[config.mk]
export PLATFORM = sky130hd
export DESIGN_NAME = uart_tx_mmio
export DESIGN_NICKNAME = d
export VERILOG_FILES = /design/src/rtl/uart_pkg.sv /design/src/rtl/sync_fifo.sv /design/src/rtl/uart_tx_mmio.sv
export SDC_FILE = /design/constraint.sdc
export NUM_CORES = 1
export LEC_CHECK = 0
export ABC_AREA = 1
export CORE_AREA = 4 4 100 102
export DETAILED_ROUTE_END_ITERATION = 8
export DIE_AREA = 0 0 104 106
export PLACE_DENSITY = 0.78
export SYNTH_ARGS = -nofsm -noshare
export SYNTH_HDL_FRONTEND = slang
export SYNTH_SLANG_ARGS = --single-unit
[constraint.sdc]
create_clock -name clk -period 2.6 [get_ports clk]
set_input_delay 0.52 -clock clk [delete_from_list [all_inputs] [get_ports clk]]
set_output_delay 0.52 -clock clk [all_outputs]
set_load 0.05 [all_outputs]
[src/rtl/uart_pkg.sv]
`default_nettype none
// ============================================================================
// Module   : uart_pkg
// Brief    : Shared types and register-map constants for the UART blocks.
// Revision : 1.0
// ============================================================================
package uart_pkg;

    typedef enum logic [1:0] {
        IDLE  = 2'd0,
        START = 2'd1,
        DATA  = 2'd2,
        STOP  = 2'd3
    } tx_state_t;

    localparam logic [1:0] UART_TXDATA = 2'd0;
    localparam logic [1:0] UART_STATUS = 2'd1;

    localparam int STATUS_FULL  = 0;
    localparam int STATUS_EMPTY = 1;
    localparam int STATUS_BUSY  = 2;
    localparam int STATUS_OVF   = 3;

endpackage : uart_pkg
`default_nettype wire

[src/rtl/sync_fifo.sv]
`default_nettype none
// ============================================================================
// Module   : sync_fifo
// Brief    : Single-clock FIFO with free-running wrap-bit pointers.
// Revision : 1.0
// ============================================================================
module sync_fifo #(
    parameter int WIDTH = 8,
    parameter int DEPTH = 8
) (
    input  logic             clk,
    input  logic             rst,
    input  logic             push,
    input  logic             pop,
    input  logic [WIDTH-1:0] din,
    output logic [WIDTH-1:0] dout,
    output logic             full,
    output logic             empty
);

    localparam int c_aw = $clog2(DEPTH);

    logic [WIDTH-1:0] r_mem [DEPTH];
    logic [c_aw:0]    r_wr_ptr;
    logic [c_aw:0]    r_rd_ptr;
    logic             w_do_push;
    logic             w_do_pop;

    // A push into a full FIFO is still accepted when the head leaves on the same edge.
    assign w_do_pop  = pop & ~empty;
    assign w_do_push = push & (~full | w_do_pop);

    assign empty = (r_wr_ptr == r_rd_ptr);
    assign full  = (r_wr_ptr[c_aw] != r_rd_ptr[c_aw]) &&
                   (r_wr_ptr[c_aw-1:0] == r_rd_ptr[c_aw-1:0]);
    assign dout  = r_mem[r_rd_ptr[c_aw-1:0]];

    always_ff @(posedge clk) begin
        if (!rst) begin
            r_wr_ptr <= '0;
            r_rd_ptr <= '0;
        end else begin
            if (w_do_push) r_wr_ptr <= r_wr_ptr + (c_aw+1)'(1);
            if (w_do_pop)  r_rd_ptr <= r_rd_ptr + (c_aw+1)'(1);
        end
    end

    always_ff @(posedge clk) begin
        if (w_do_push) r_mem[r_wr_ptr[c_aw-1:0]] <= din;
    end

endmodule : sync_fifo
`default_nettype wire

[src/rtl/uart_tx_mmio.sv]
`default_nettype none
// ============================================================================
// Module   : uart_tx_mmio
// Brief    : Memory-mapped 8N1 UART transmitter with TX FIFO and status reg.
// Revision : 1.0
// ============================================================================
module uart_tx_mmio
    import uart_pkg::*;
#(
    parameter int CLOCK_FREQ = 100_000_000,
    parameter int BAUD_RATE  = 115200,
    parameter int FIFO_DEPTH = 8
) (
    input  logic        clk,
    input  logic        rst,
    input  logic        sel,
    input  logic        we,
    input  logic [3:0]  addr,
    input  logic [31:0] wdata,
    output logic [31:0] rdata,
    output logic        tx,
    output logic        irq
);

    localparam int              c_divisor   = CLOCK_FREQ / BAUD_RATE;
    localparam int              c_cw        = (c_divisor > 1) ? $clog2(c_divisor) : 1;
    localparam logic [c_cw-1:0] c_baud_last = c_cw'(c_divisor - 1);

    tx_state_t       r_state;
    tx_state_t       w_state_next;
    logic [c_cw-1:0] r_baud;
    logic [c_cw-1:0] w_baud_next;
    logic [2:0]      r_bit;
    logic [2:0]      w_bit_next;
    logic [7:0]      r_shift;
    logic [7:0]      w_shift_next;
    logic            r_tx;
    logic            w_tx_next;
    logic            r_ovf;

    logic            w_pop;
    logic            w_push_req;
    logic            w_push_ok;
    logic            w_ovf_clr;
    logic            w_baud_end;
    logic            w_fifo_full;
    logic            w_fifo_empty;
    logic [7:0]      w_fifo_dout;
    logic            w_unused;

    assign w_unused   = &{1'b0, addr[1:0], wdata[31:8]};
    assign w_push_req = sel & we & (addr[3:2] == UART_TXDATA);
    assign w_ovf_clr  = sel & we & (addr[3:2] == UART_STATUS) & wdata[STATUS_OVF];
    assign w_push_ok  = w_push_req & (~w_fifo_full | w_pop);
    assign w_baud_end = (r_baud == c_baud_last);

    sync_fifo #(
        .WIDTH (8),
        .DEPTH (FIFO_DEPTH)
    ) u_fifo (
        .clk   (clk),
        .rst   (rst),
        .push  (w_push_ok),
        .pop   (w_pop),
        .din   (wdata[7:0]),
        .dout  (w_fifo_dout),
        .full  (w_fifo_full),
        .empty (w_fifo_empty)
    );

    always_ff @(posedge clk) begin
        if (!rst) begin
            r_state <= IDLE;
            r_baud  <= '0;
            r_bit   <= '0;
            r_shift <= '0;
            r_tx    <= 1'b1;
        end else begin
            r_state <= w_state_next;
            r_baud  <= w_baud_next;
            r_bit   <= w_bit_next;
            r_shift <= w_shift_next;
            r_tx    <= w_tx_next;
        end
    end

    always_comb begin
        w_state_next = r_state;
        w_baud_next  = r_baud + c_cw'(1);
        w_bit_next   = r_bit;
        w_shift_next = r_shift;
        w_pop        = 1'b0;
        case (r_state)
            IDLE: begin
                w_baud_next = '0;
                if (!w_fifo_empty) begin
                    w_pop        = 1'b1;
                    w_shift_next = w_fifo_dout;
                    w_state_next = START;
                end
            end
            START: begin
                if (w_baud_end) begin
                    w_baud_next  = '0;
                    w_bit_next   = '0;
                    w_state_next = DATA;
                end
            end
            DATA: begin
                if (w_baud_end) begin
                    w_baud_next  = '0;
                    w_shift_next = {1'b0, r_shift[7:1]};
                    w_bit_next   = r_bit + 3'd1;
                    if (r_bit == 3'd7) w_state_next = STOP;
                end
            end
            STOP: begin
                if (w_baud_end) begin
                    w_baud_next = '0;
                    // Chain straight into the next start bit when more data waits.
                    if (!w_fifo_empty) begin
                        w_pop        = 1'b1;
                        w_shift_next = w_fifo_dout;
                        w_state_next = START;
                    end else begin
                        w_state_next = IDLE;
                    end
                end
            end
            default: begin
                w_baud_next  = '0;
                w_state_next = IDLE;
            end
        endcase

        case (w_state_next)
            START:   w_tx_next = 1'b0;
            DATA:    w_tx_next = w_shift_next[0];
            default: w_tx_next = 1'b1;
        endcase
    end

    // A fresh overflow outranks a simultaneous clear.
    always_ff @(posedge clk) begin
        if (!rst) begin
            r_ovf <= 1'b0;
        end else if (w_push_req && !w_push_ok) begin
            r_ovf <= 1'b1;
        end else if (w_ovf_clr) begin
            r_ovf <= 1'b0;
        end
    end

    always_comb begin
        rdata = '0;
        if (addr[3:2] == UART_STATUS) begin
            rdata[STATUS_FULL]  = w_fifo_full;
            rdata[STATUS_EMPTY] = w_fifo_empty;
            rdata[STATUS_BUSY]  = (r_state != IDLE);
            rdata[STATUS_OVF]   = r_ovf;
        end
    end

    assign tx  = r_tx;
    assign irq = w_fifo_empty & (r_state == IDLE);

endmodule : uart_tx_mmio
`default_nettype wire

==> impl_metrics.xml <==
<?xml version="1.0" encoding="UTF-8"?>
<metrics>
  <group name="status">
    <metric name="run_status" unit="">finished clean</metric>
  </group>
  <group name="detailed_routing">
    <metric name="avgRoutedWirePerCell" unit="µm">14.48</metric>
    <metric name="first_iter_violations" unit="">266</metric>
    <metric name="post-route-drc-count" unit="">0</metric>
    <metric name="ant_nets" unit="">0</metric>
    <metric name="drt_pass1_iterations" unit="">5</metric>
    <metric name="vias" unit="">3542</metric>
    <metric name="vias_per_cell" unit="">5.279</metric>
    <metric name="finalWirelength" unit="µm">9716</metric>
  </group>
  <group name="synthesis">
    <metric name="synth-warning-count" unit="">0</metric>
    <metric name="synth.avg_cell_area" unit="µm²">9.086</metric>
    <metric name="synth.distinct_cells" unit="">40</metric>
    <metric name="post_synth_inst_count" unit="">527</metric>
    <metric name="synth.yosys.seq_area_share" unit="%">55.19</metric>
    <metric name="synth.ff_latch_count" unit="">100</metric>
    <metric name="synth_top_cell_area_share" unit="%">40.14</metric>
    <metric name="yosys.area.top_type" unit="">sky130_fd_sc_hd__edfxtp_1</metric>
    <metric name="post_synth_instance_area" unit="µm²">4788</metric>
    <metric name="synthTopCellsByArea" unit="">sky130_fd_sc_hd__edfxtp_1 40%, sky130_fd_sc_hd__dfxtp_1 15%, sky130_fd_sc_hd__nand2_1 12%, sky130_fd_sc_hd__nand3_1 7.9%, sky130_fd_sc_hd__buf_4 4.5%</metric>
  </group>
  <group name="sta">
    <metric name="final_hold_viol_count" unit="">0</metric>
    <metric name="worst_hold_slack" unit="ns">0.4520</metric>
    <metric name="final_layout_setup_total_negative_slack" unit="ns">0</metric>
    <metric name="worst_slew_margin_rel" unit="%">60.14</metric>
    <metric name="final_critical_path_setup_slack" unit="ns">0.2539</metric>
    <metric name="finalCritPeriodShare" unit="%">90.23</metric>
    <metric name="setup_viol" unit="">0</metric>
    <metric name="drv_slew" unit="">0</metric>
    <metric name="rsz0062_at_grt" unit="">false</metric>
    <metric name="fin_skew" unit="ns">0.01406</metric>
    <metric name="worstMarginPinSlew" unit="ns">0.5973</metric>
    <metric name="final_period_minus_worst_setup_slack" unit="ns">2.346</metric>
    <metric name="clock.fmax" unit="MHz">426.2</metric>
  </group>
  <group name="place">
    <metric name="numPortBuffers" unit="">19</metric>
    <metric name="placed_wire_length_estimate_after_detailed_placement" unit="µm">6532</metric>
    <metric name="place_congestion" unit="">0.8452</metric>
    <metric name="detailedPlace.worstSlack" unit="ns">0.3785</metric>
  </group>
  <group name="die">
    <metric name="die-width" unit="µm">104</metric>
    <metric name="die_y" unit="µm">106</metric>
    <metric name="floorplan.rows" unit="">35</metric>
    <metric name="floorplan.die_area" unit="µm²">11020</metric>
    <metric name="design.portCount" unit="">74</metric>
    <metric name="effective_utilization_at_floorplan" unit="%">52.57</metric>
    <metric name="core_footprint" unit="µm²">9109</metric>
  </group>
  <group name="setup_path">
    <metric name="cp_data_arrival_time" unit="ns">1.83</metric>
    <metric name="critical_path_required" unit="ns">2.08</metric>
    <metric name="critical_path.startpoint_type" unit="">register</metric>
    <metric name="cpMaxStageDelayCell" unit="">sky130_fd_sc_hd__dfxtp_1</metric>
    <metric name="delay_of_the_slowest_cell_on_the_worst_path" unit="ns">0.45</metric>
    <metric name="timing.critical_path.mode_cell" unit="">sky130_fd_sc_hd__nand2_1</metric>
    <metric name="critical_path.endpoint_type" unit="">output pin</metric>
    <metric name="worst_path_class_setup" unit="">register to output pin</metric>
    <metric name="path_cells" unit="">inv_2 -&gt; nand2_1 -&gt; nand2_1 -&gt; nor2_1 -&gt; nand2_1 -&gt; a21oi_2 -&gt; inv_1 -&gt; nor2_1 -&gt; buf_12</metric>
    <metric name="crit_fanout" unit="">6</metric>
  </group>
  <group name="flow_run">
    <metric name="max_cap_viol_count" unit="">0</metric>
  </group>
  <group name="finish">
    <metric name="layout.nets" unit="">605</metric>
    <metric name="finalCoreUtilization" unit="%">58.01</metric>
    <metric name="n_antenna_cell" unit="">0</metric>
    <metric name="layout_cell_share_with_drive_strength_beyond_1" unit="%">10.71</metric>
    <metric name="area.growth.synth_to_final" unit="%">10.35</metric>
  </group>
  <group name="cts">
    <metric name="cts_hold_repair.buffers" unit="">0</metric>
    <metric name="cts.path.max_buffers" unit="">2</metric>
    <metric name="tritoncts" unit="">done</metric>
    <metric name="clk_transition_reported_paths" unit="ns">0.09</metric>
    <metric name="tritoncts.num_buffers" unit="">9</metric>
    <metric name="cts_htree_levels" unit="">3</metric>
    <metric name="ctsRootBufferMaster" unit="">sky130_fd_sc_hd__clkbuf_8</metric>
    <metric name="cts.sinks" unit="">100</metric>
    <metric name="clk_latency" unit="ns">0.37</metric>
  </group>
  <group name="pwr">
    <metric name="power.ir.vdd_worst" unit="mV">0.3882</metric>
    <metric name="power_density" unit="nW/µm²">779.9</metric>
    <metric name="power.static_leakage" unit="nW">2.056</metric>
  </group>
  <group name="global_routing">
    <metric name="grt_start_max_net_pins" unit="">33</metric>
    <metric name="antenna_found_initial" unit="">0</metric>
    <metric name="global_route_wire_length_before_repair" unit="µm">16100</metric>
    <metric name="grt-ovfl-total" unit="">0</metric>
    <metric name="first_global_vias" unit="">3369</metric>
    <metric name="globalRouteTotalUtil" unit="%">18.34</metric>
  </group>
  <group name="hold_path">
    <metric name="holdCritPathClass" unit="">register to register</metric>
  </group>
</metrics>
## final cells by class
class | instances | area [µm²]
clock buffer | 10 | 127.6
clock inverter | 6 | 63.81
fill | 742 | 3825
inverter | 43 | 161.4
multi-input combinational | 367 | 1795
sequential | 100 | 2644
tap | 111 | 138.9
timing repair buffer | 34 | 352.8
## metal layers
layer	GRT usage, %	vias up	wire length [µm]
li1	-	1752	-
met1	22.13	1654	3991
met2	33.01	119	4970
met3	2.611	17	559
met4	7.502	0	195
met5	0	-	0
## cell families after synthesis
kind of cell	Yosys count	share of synthesized area, %
flip-flops	100	55.19
AO/OA/AOI/OAI	38	4.469
XOR/XNOR	5	0.9145
other	1	0.07832
buffers and inverters	87	9.433
AND/OR/NAND/NOR	286	27.31
adder cells (fa/ha/maj)	10	2.613
## per-stage QoR
step                cells  total power, W  area, µm²
floorplan             554        0.002862       4890
global placement      655        0.003125       5091
detailed placement    655        0.003171       5091
CTS                   671        0.004131       5283
global route          671        0.004364       5284
finish                671        0.004121       5284
## power breakdown
part	internal, W	switching (W)	leakage [nW]	total, W
Combinational	0.000430	0.000896	1.09	0.00133
Clock	0.000446	0.000527	0.0943	0.000973
Sequential	0.00177	0.0000576	0.868	0.00182
## critical path, delay by kind of cell (launching register included)
family,cells,cell delay [ns]
AO/OA/AOI/OAI,1,0.19
AND/OR/NAND/NOR,5,0.50
flip-flops,1,0.45
buffers and inverters,3,0.32
## synth_stat cells (all sizes together)
master     n
a2111oi    1
a211oi     1
a21oi     26
a31oi      1
a41oi      1
and3       2
buf       37
clkbuf     7
conb       1
dfxtp     36
edfxtp    64
ha        10
inv       43
nand2    153
nand3     78
nand3b     1
nand4      3
nor2      32
nor3       6
nor3b      2
nor4       2
o21ai      7
o22ai      1
or2        7
xnor2      1
xor2       4
## path summary, 6_finish.rpt
kind | start | endpoint | slack [ns] | cells after the start
worst min register to register | r_baud[0] | r_baud[0] | 0.45 | 1
worst min-delay path | r_baud[0] | r_baud[0] | 0.45 | 1
worst max register to register | r_baud[0] | u_fifo.r_mem[6][3] | 0.36 | 10
worst max-delay path | u_fifo.r_wr_ptr[1] | rdata[0] | 0.25 | 9
## registers in the layout (all words and copies together) (netlist names), 2 cells and up, named ones only
| register | count |
|---|---|
| u_fifo.r_mem | 64 |
| r_baud | 10 |
| r_shift | 8 |
| u_fifo.r_rd_ptr | 4 |
| u_fifo.r_wr_ptr | 4 |
| r_bit | 3 |
| r_state | 2 |
## cells in the final DEF (no fill, tap or decap), drive strengths merged, types with 2 or more instances in the layout
master | synthesis | layout
a21oi | 26 | 26
clkdlybuf4s50 | 0 | 14
nor3 | 6 | 6
o21ai | 7 | 7
nand4 | 3 | 3
clkinv | 0 | 3
clkbuf | 7 | 10
and3 | 2 | 2
conb | 1 | 28
nand3 | 78 | 78
ha | 10 | 10
buf | 37 | 20
nor2 | 32 | 32
nor3b | 2 | 2
edfxtp | 64 | 64
or2 | 7 | 7
inv | 43 | 44
nor4 | 2 | 2
nand2 | 153 | 153
xor2 | 4 | 4
dfxtp | 36 | 36
## repair_timing
action | 4_1_cts | 5_1_grt
endpoints found under the setup margin | 0 | 1
setup buffers | 0 | 0
gates resized for setup | 0 | 1
Note: power is estimated with default switching activity, not from simulation.
